## src/rtl/midi_note_rx_if.sv

```systemverilog
// NOTE-side bundle of the MIDI receiver: serial line in, note/velocity/gate and strobes out.
// master = receiver (midi_note_rx), slave = line driver / note consumer.
interface midi_note_rx_if;
  logic       midi_rx;
  logic [7:0] note;
  logic [6:0] velocity;
  logic       gate;
  logic       note_stb;
  logic       framing_err;

  modport master (
    input  midi_rx,
    output note, velocity, gate, note_stb, framing_err
  );

  modport slave (
    output midi_rx,
    input  note, velocity, gate, note_stb, framing_err
  );
endinterface

```

## src/rtl/midi_note_rx.sv

```systemverilog
// 8N1 MIDI UART plus Note On/Off parser with running status and last-note priority.
// Define MIDI_OMNI_EN to accept note messages on all 16 channels (CHANNEL then unused).
module midi_note_rx #(
  parameter int unsigned CLK_HZ  = 50_000_000,
  parameter int unsigned BAUD    = 31250,
  parameter logic [3:0]  CHANNEL = 4'd0
) (
  input  logic           clk,
  input  logic           rst_n,
  midi_note_rx_if.master bus
);

  localparam int unsigned ClksPerBit = CLK_HZ / BAUD;
  localparam int unsigned CntW       = $clog2(ClksPerBit);
  localparam logic [CntW-1:0] FullCnt = CntW'(ClksPerBit - 1);
  localparam logic [CntW-1:0] HalfCnt = CntW'(ClksPerBit / 2 - 1);

  typedef enum logic [1:0] {StIdle, StStart, StData, StStop} uart_st_e;

  uart_st_e        state_q, state_d;
  logic [CntW-1:0] cnt_q, cnt_d;
  logic [2:0]      bit_q, bit_d;
  logic [7:0]      shift_q, shift_d;
  logic            byte_vld_q, byte_vld_d;
  logic            frame_err_q, frame_err_d;
  logic            rx_meta_q, rx_sync_q, rx_prev_q;

  logic [7:0]      status_q, status_d;
  logic            idx_q, idx_d;
  logic [6:0]      key_q, key_d;
  logic [6:0]      note_q, note_d;
  logic [6:0]      vel_q, vel_d;
  logic            gate_q, gate_d;
  logic            stb_q, stb_d;
  logic            ch_ok;

  // Synchroniser and edge history idle high so reset never looks like a start bit.
  always_ff @(posedge clk or negedge rst_n) begin
    if (!rst_n) begin
      rx_meta_q <= 1'b1;
      rx_sync_q <= 1'b1;
      rx_prev_q <= 1'b1;
    end else begin
      rx_meta_q <= bus.midi_rx;
      rx_sync_q <= rx_meta_q;
      rx_prev_q <= rx_sync_q;
    end
  end

  always_ff @(posedge clk or negedge rst_n) begin
    if (!rst_n) begin
      state_q     <= StIdle;
      cnt_q       <= '0;
      bit_q       <= '0;
      shift_q     <= '0;
      byte_vld_q  <= 1'b0;
      frame_err_q <= 1'b0;
    end else begin
      state_q     <= state_d;
      cnt_q       <= cnt_d;
      bit_q       <= bit_d;
      shift_q     <= shift_d;
      byte_vld_q  <= byte_vld_d;
      frame_err_q <= frame_err_d;
    end
  end

  always_comb begin
    state_d     = state_q;
    cnt_d       = cnt_q;
    bit_d       = bit_q;
    shift_d     = shift_q;
    byte_vld_d  = 1'b0;
    frame_err_d = 1'b0;
    unique case (state_q)
      StIdle: begin
        // Only a genuine high-to-low transition starts a byte; a held-low line is ignored.
        if (rx_prev_q && !rx_sync_q) begin
          state_d = StStart;
          cnt_d   = HalfCnt;
        end
      end
      StStart: begin
        if (cnt_q == '0) begin
          if (!rx_sync_q) begin
            state_d = StData;
            cnt_d   = FullCnt;
            bit_d   = '0;
          end else begin
            state_d = StIdle;
          end
        end else begin
          cnt_d = cnt_q - 1'b1;
        end
      end
      StData: begin
        if (cnt_q == '0) begin
          shift_d = {rx_sync_q, shift_q[7:1]};
          cnt_d   = FullCnt;
          if (bit_q == 3'd7) state_d = StStop;
          else               bit_d   = bit_q + 1'b1;
        end else begin
          cnt_d = cnt_q - 1'b1;
        end
      end
      StStop: begin
        if (cnt_q == '0) begin
          state_d = StIdle;
          if (rx_sync_q) byte_vld_d  = 1'b1;
          else           frame_err_d = 1'b1;
        end else begin
          cnt_d = cnt_q - 1'b1;
        end
      end
      default: state_d = StIdle;
    endcase
  end

`ifdef MIDI_OMNI_EN
  assign ch_ok = 1'b1;
`else
  assign ch_ok = (status_q[3:0] == CHANNEL);
`endif

  always_ff @(posedge clk or negedge rst_n) begin
    if (!rst_n) begin
      status_q <= '0;
      idx_q    <= 1'b0;
      key_q    <= '0;
      note_q   <= 7'd69;
      vel_q    <= '0;
      gate_q   <= 1'b0;
      stb_q    <= 1'b0;
    end else begin
      status_q <= status_d;
      idx_q    <= idx_d;
      key_q    <= key_d;
      note_q   <= note_d;
      vel_q    <= vel_d;
      gate_q   <= gate_d;
      stb_q    <= stb_d;
    end
  end

  // status_q == 0 means no running status (every status byte has bit 7 set).
  always_comb begin
    status_d = status_q;
    idx_d    = idx_q;
    key_d    = key_q;
    note_d   = note_q;
    vel_d    = vel_q;
    gate_d   = gate_q;
    stb_d    = 1'b0;
    if (byte_vld_q) begin
      if (shift_q[7:3] == 5'b11111) begin
        // realtime: transparent to the message stream
      end else if (shift_q[7:4] == 4'hF) begin
        status_d = '0;
        idx_d    = 1'b0;
      end else if (shift_q[7]) begin
        status_d = shift_q;
        idx_d    = 1'b0;
      end else if (status_q[7]) begin
        if (!idx_q) begin
          key_d = shift_q[6:0];
          idx_d = 1'b1;
        end else begin
          idx_d = 1'b0;
          if (status_q[7:5] == 3'b100 && ch_ok) begin
            if (status_q[4] && shift_q[6:0] != 7'd0) begin
              note_d = key_q;
              vel_d  = shift_q[6:0];
              gate_d = 1'b1;
              stb_d  = 1'b1;
            end else if (gate_q && key_q == note_q) begin
              gate_d = 1'b0;
            end
          end
        end
      end
    end
  end

  assign bus.note        = {1'b0, note_q};
  assign bus.velocity    = vel_q;
  assign bus.gate        = gate_q;
  assign bus.note_stb    = stb_q;
  assign bus.framing_err = frame_err_q;

endmodule
```

## src/flat_wrapper.sv

```systemverilog
// flat-port wrapper written by rule: the top's interface ports become plain ports
module midi_note_rx_flat 
#(
  parameter int unsigned CLK_HZ  = 50_000_000,
  parameter int unsigned BAUD    = 31250,
  parameter logic [3:0]  CHANNEL = 4'd0
)
  (clk, rst_n, bus_midi_rx, bus_note, bus_velocity, bus_gate, bus_note_stb, bus_framing_err);
  midi_note_rx_if bus_i ();
  input  logic clk;
  input  logic rst_n;
  input wire logic [$bits(bus_i.midi_rx)-1:0] bus_midi_rx;
  output wire logic [$bits(bus_i.note)-1:0] bus_note;
  output wire logic [$bits(bus_i.velocity)-1:0] bus_velocity;
  output wire logic [$bits(bus_i.gate)-1:0] bus_gate;
  output wire logic [$bits(bus_i.note_stb)-1:0] bus_note_stb;
  output wire logic [$bits(bus_i.framing_err)-1:0] bus_framing_err;
  assign bus_i.midi_rx = bus_midi_rx;
  assign bus_note = bus_i.note;
  assign bus_velocity = bus_i.velocity;
  assign bus_gate = bus_i.gate;
  assign bus_note_stb = bus_i.note_stb;
  assign bus_framing_err = bus_i.framing_err;
  midi_note_rx #(.CLK_HZ(CLK_HZ), .BAUD(BAUD), .CHANNEL(CHANNEL)) u_core (.clk(clk), .rst_n(rst_n), .bus(bus_i));
endmodule
```

## config.mk

```make
export PLATFORM = sky130hd
export DESIGN_NAME = midi_note_rx_flat
export DESIGN_NICKNAME = d
export VERILOG_FILES = /design/src/rtl/midi_note_rx_if.sv /design/src/rtl/midi_note_rx.sv /design/src/flat_wrapper.sv
export SDC_FILE = /design/constraint.sdc
export NUM_CORES = 1
export LEC_CHECK = 0
export ABC_AREA = 1
export CAP_MARGIN = 0
export CORE_MARGIN = 2
export CORE_UTILIZATION = 35
export CTS_BUF_LIST = sky130_fd_sc_hd__clkbuf_8
export DETAILED_ROUTE_END_ITERATION = 8
export PLACE_DENSITY_LB_ADDON = 0.3
export SYNTH_ARGS = -nofsm -noshare
export SYNTH_HDL_FRONTEND = slang
export SYNTH_SLANG_ARGS = --single-unit
```

## constraint.sdc

```tcl
create_clock -name clk -period 3.9 [get_ports clk]
set_input_delay 0.975 -clock clk [delete_from_list [all_inputs] [get_ports clk]]
set_output_delay 0.975 -clock clk [all_outputs]
set_load 0.005 [all_outputs]
```

# After elaboration in Yosys (flattened, before gate mapping)
# Index checks and enable logic that the tools add are counted.
# word_totals
regBits	61
in_bits	3
# op_classes
add_sub_neg	2
eq_ne	17
muxes	40
bitwise_logic	4
n_reduce_logical	22
# ops
op	n
$mux 11	5
$pmux 11 s4	1
$mux 1	20
$mux 8	2
$reduce_and 8->1	2
$mux 2	6
$mux 3	4
$logic_not 11->1	1
$sub 11x1->11 const B	1
$ne 2x1->1 const B	5
$reduce_and 5->1	2
$reduce_and 3->1	3
$pmux 2 s4	1
$eq 7x7->1	1
$reduce_bool 7->1	1
$eq 3x3->1 const B	2
$ne 2x2->1 const B	3
$pmux 3 s2	1
$reduce_and 6->1	1
$reduce_bool 2->1	3
$eq 5x5->1 const B	1
$eq 2x2->1 const B	2
$eq 4x4->1 const B	1
$logic_and 1x1->1	4
other kinds (9)	12

# Longest topological paths before layout
# logic_depth
word_depth	10
mapped_depth	10

# Worst setup path after synthesis
# Ideal clock, no wire load.
# synth_timing
kind	reg2reg
start	register u_core.cnt_q[0]
end	register u_core.shift_q[5]
setup_ps	118
arrival_time_ps	1440
slack_ps	2342
stages_incl_launch_ff	10
n_path_buf	1
period_less_slack_ps	1558
path_cell_list	dfrtp_1 > inv_1 > ha_1 > nor3b_4 > nand2_2 > inv_2 > nand2_4 > buf_6 > nand2_2 > o21ai_2
# synth_via
elab_chain_len	2
# synth_rtl
item	line	rtl
start: declaration	midi_note_rx.sv:21	logic [CntW-1:0] cnt_q, cnt_d;
start signal: assignment	midi_note_rx.sv:60	cnt_q <= cnt_d;
$logic_not 11->1	midi_note_rx.sv:97	if (cnt_q == '0) begin
$reduce_and 2->1 (no line)	--	
end signal: assignment	midi_note_rx.sv:62	shift_q <= shift_d;
end: declaration	midi_note_rx.sv:23	logic [7:0] shift_q, shift_d;
# Every way passes these cells.
# A chain may end at the register's enable or synchronous reset.

# Worst setup path in the final report
# layout_timing
start	register u_core.note_q[6]
end	output port bus_note[6]
# layout_rtl
item	line	rtl
start: declaration	midi_note_rx.sv:31	logic [6:0] note_q, note_d;
start signal: assignment	midi_note_rx.sv:138	note_q <= note_d;
end: declaration	flat_wrapper.sv:13	output wire logic [$bits(bus_i.note)-1:0] bus_note;
# No word-level cell between the ends.

==> run metrics <==
CP max FO 3; met2 usage 0.233; pwr dens 537 nW/µm²; Power Total 1930 µW; IO Pins 21; cts bufs inserted 9; Cell Area, Synth 3100 µm²; largest net degree at the start of global routing 34; Final period util 0.604; crit path buf inv count 1; CTS Sinks 61; Resized Gates After CTS 0; antenna cell count 0; Leak 0.00177 µW; die area 9640 µm²; crit path capture type output pin; CTS Buffer Depth 2; f_max 424 MHz; worst skew pair latency 330 ps; initial antenna violation count 0; Antenna Nets Post-Route 0; Setup Fix Bufs, Post-CTS 0; Worst Path Arrival 1380 ps; DP Area 3390 µm²; Post-Route WL 6380 µm; syn nets 393; RSZ-0062 raised after global routing no; Slew Viols, Final 0; Crit path largest cell delay 560 ps; remaining global-route overflow 0; Clock transition at path regs 70 ps; number of remaining DRC errors 0; IO Port Bufs 19; status complete, no violations; WP depth 1; Initial Util 0.358; Synth Area per Inst 8.13 µm²; most frequent cells in the layout nand2_1 (112), dfrtp_1 (55), inv_1 (49); Final Hold Fails 0; GRT Max-Usage Layer met2; DR WL/cell 12.3 µm; post-DP HPWL 4720 µm; skew final 11.3 ps; overall fraction of global-route tracks in use 0.144; worst hold start u_core.rx_meta_q$_DFF_PN1_; Final Net Count 418; RR Startpoint u_core.shift_q[7]$_DFFE_PN0P_; Peak VDD IR 0.189 mV; Rows 34; Hold Crit Class register to register; min Tclk post-route 2360 ps; slew margin rel. 0.523; final instance area 3600 µm²; 1st-iter DRT viols 123; Core ar. 8680 µm²; M3 GR Usage 0.0265; Die H 98.2 µm; pin slew with the least headroom to its limit 713 ps; commonest non-fill, non-tap cell in the layout nand2_1; RD Place Congestion 0.811; hold bufs inserted after CTS 0; met1 Resource Use GR 0.193; crit start category register; number of H-tree levels 3; Die W 98.2 µm; Yosys reg bits 61; vias post-DR 2473; TritonCTS clock tree built; crit-path cells clkdlybuf4s50_1; root buffer cell clkbuf_8; post-DR vias/cell 4.76; Required @ worst endpoint 2920 ps; cell count of the worst hold path 0; delay-heaviest family, CP flip-flops; post-synthesis sequential area ratio 0.494; area growth from synthesis to layout 15.9%; R2R Setup Slk 2040 ps; WHS Endpoint u_core.rx_sync_q$_DFF_PN1_; R2R depth 6; max_cap viols 0; Pre-antenna DRT Iters 4; Final setup viols 0; synth unique cells 35; Ys Warns 0; slowest CP cell dfstp_2; Post-Synthesis Cells 382; layout cells sized above 1 0.124; vias in the first global route 2394; final setup TNS 0 ps; first-pass GRT wire length 11200 µm; Worst R2R End u_core.note_q[4]$_DFFE_PN0P_; WS Path Type register to output pin
routing by layer:
layer	vias up	routed length, µm	share of wire
li1	1262	-	-
met1	1160	3070	0.48
met2	42	3020	0.47
met3	9	199	0.031
met4	0	95	0.015
met5	-	0	0
cells by family (layout without fill, tap and decap cells):
logic type	Yosys count	count (layout)	share of synthesized area
compound gates	44	44	0.0883
xor+xnor	4	4	0.0113
simple gates	208	208	0.300
flops	61	61	0.494
buf+inv	56	86	0.0725
other cells	1	1	0.00121
fa+ha+maj	8	8	0.0322
registers in the layout, indices dropped and copies added (netlist names), 3 cells and up, named ones only:
| signal | count |
|---|---|
| u_core.key_q | 7 |
| u_core.bit_q | 3 |
| u_core.status_q | 8 |
| u_core.cnt_q | 11 |
| u_core.note_q | 7 |
| u_core.shift_q | 8 |
| u_core.bus.velocity | 7 |
area by class of cell:
class / count / area (µm²)
repair buffers: 20 / 193
flip-flops and latches: 61 / 1530
well taps: 108 / 135
clock buffers: 11 / 151
multi-input cells: 265 / 1350
clock inverters: 5 / 51.3
inverters: 50 / 188
fillers: 888 / 5080
through the flow:
stage	util	cells	worst slack, ps	hold slack, ps
floorplan	-	382	2340	345
detailed placement	0.391	504	1890	347
global route	0.415	520	1490	360
CTS	0.415	520	1520	357
finish	0.415	520	1540	355
global placement	0.391	504	1910	347
report_power, final:
group          total (µW)  internal [µW]  switching, µW
sequential            763            694           69.3
clock                 564            325            238
combinational         604            203            401
worst max path at each step:
stage / startpoint / to / slack [ps]
2_1_floorplan: u_core.cnt_q[0]$_DFFE_PN0P_ / u_core.shift_q[5]$_DFFE_PN0P_ / 2340
3_3_place_gp: u_core.note_q[2]$_DFFE_PN1P_ / bus_note[2] / 1910
3_5_place_dp: u_core.note_q[6]$_DFFE_PN1P_ / bus_note[6] / 1890
4_1_cts: u_core.note_q[6]$_DFFE_PN1P_ / bus_note[6] / 1520
5_1_grt: u_core.note_q[6]$_DFFE_PN1P_ / bus_note[6] / 1490
6_report: u_core.note_q[6]$_DFFE_PN1P_ / bus_note[6] / 1540
Yosys cell counts, drive strengths merged:
master,number,area share
dfrtp,55,0.44
o22ai,7,0.014
o21ai,25,0.050
inv,50,0.060
o21bai,1,0.0024
a31oi,1,0.0040
nand3,36,0.064
conb,1,0.0012
nor3,5,0.012
nor2,39,0.051
xnor2,3,0.0085
o211ai,2,0.0048
xor2,1,0.0028
or2,3,0.0060
nand4,4,0.0081
clkbuf,1,0.0012
a21oi,8,0.013
nand2,119,0.15
dfstp,6,0.051
buf,5,0.011
nor3b,2,0.0085
ha,8,0.032
Power figures use the tool's default switching activity.
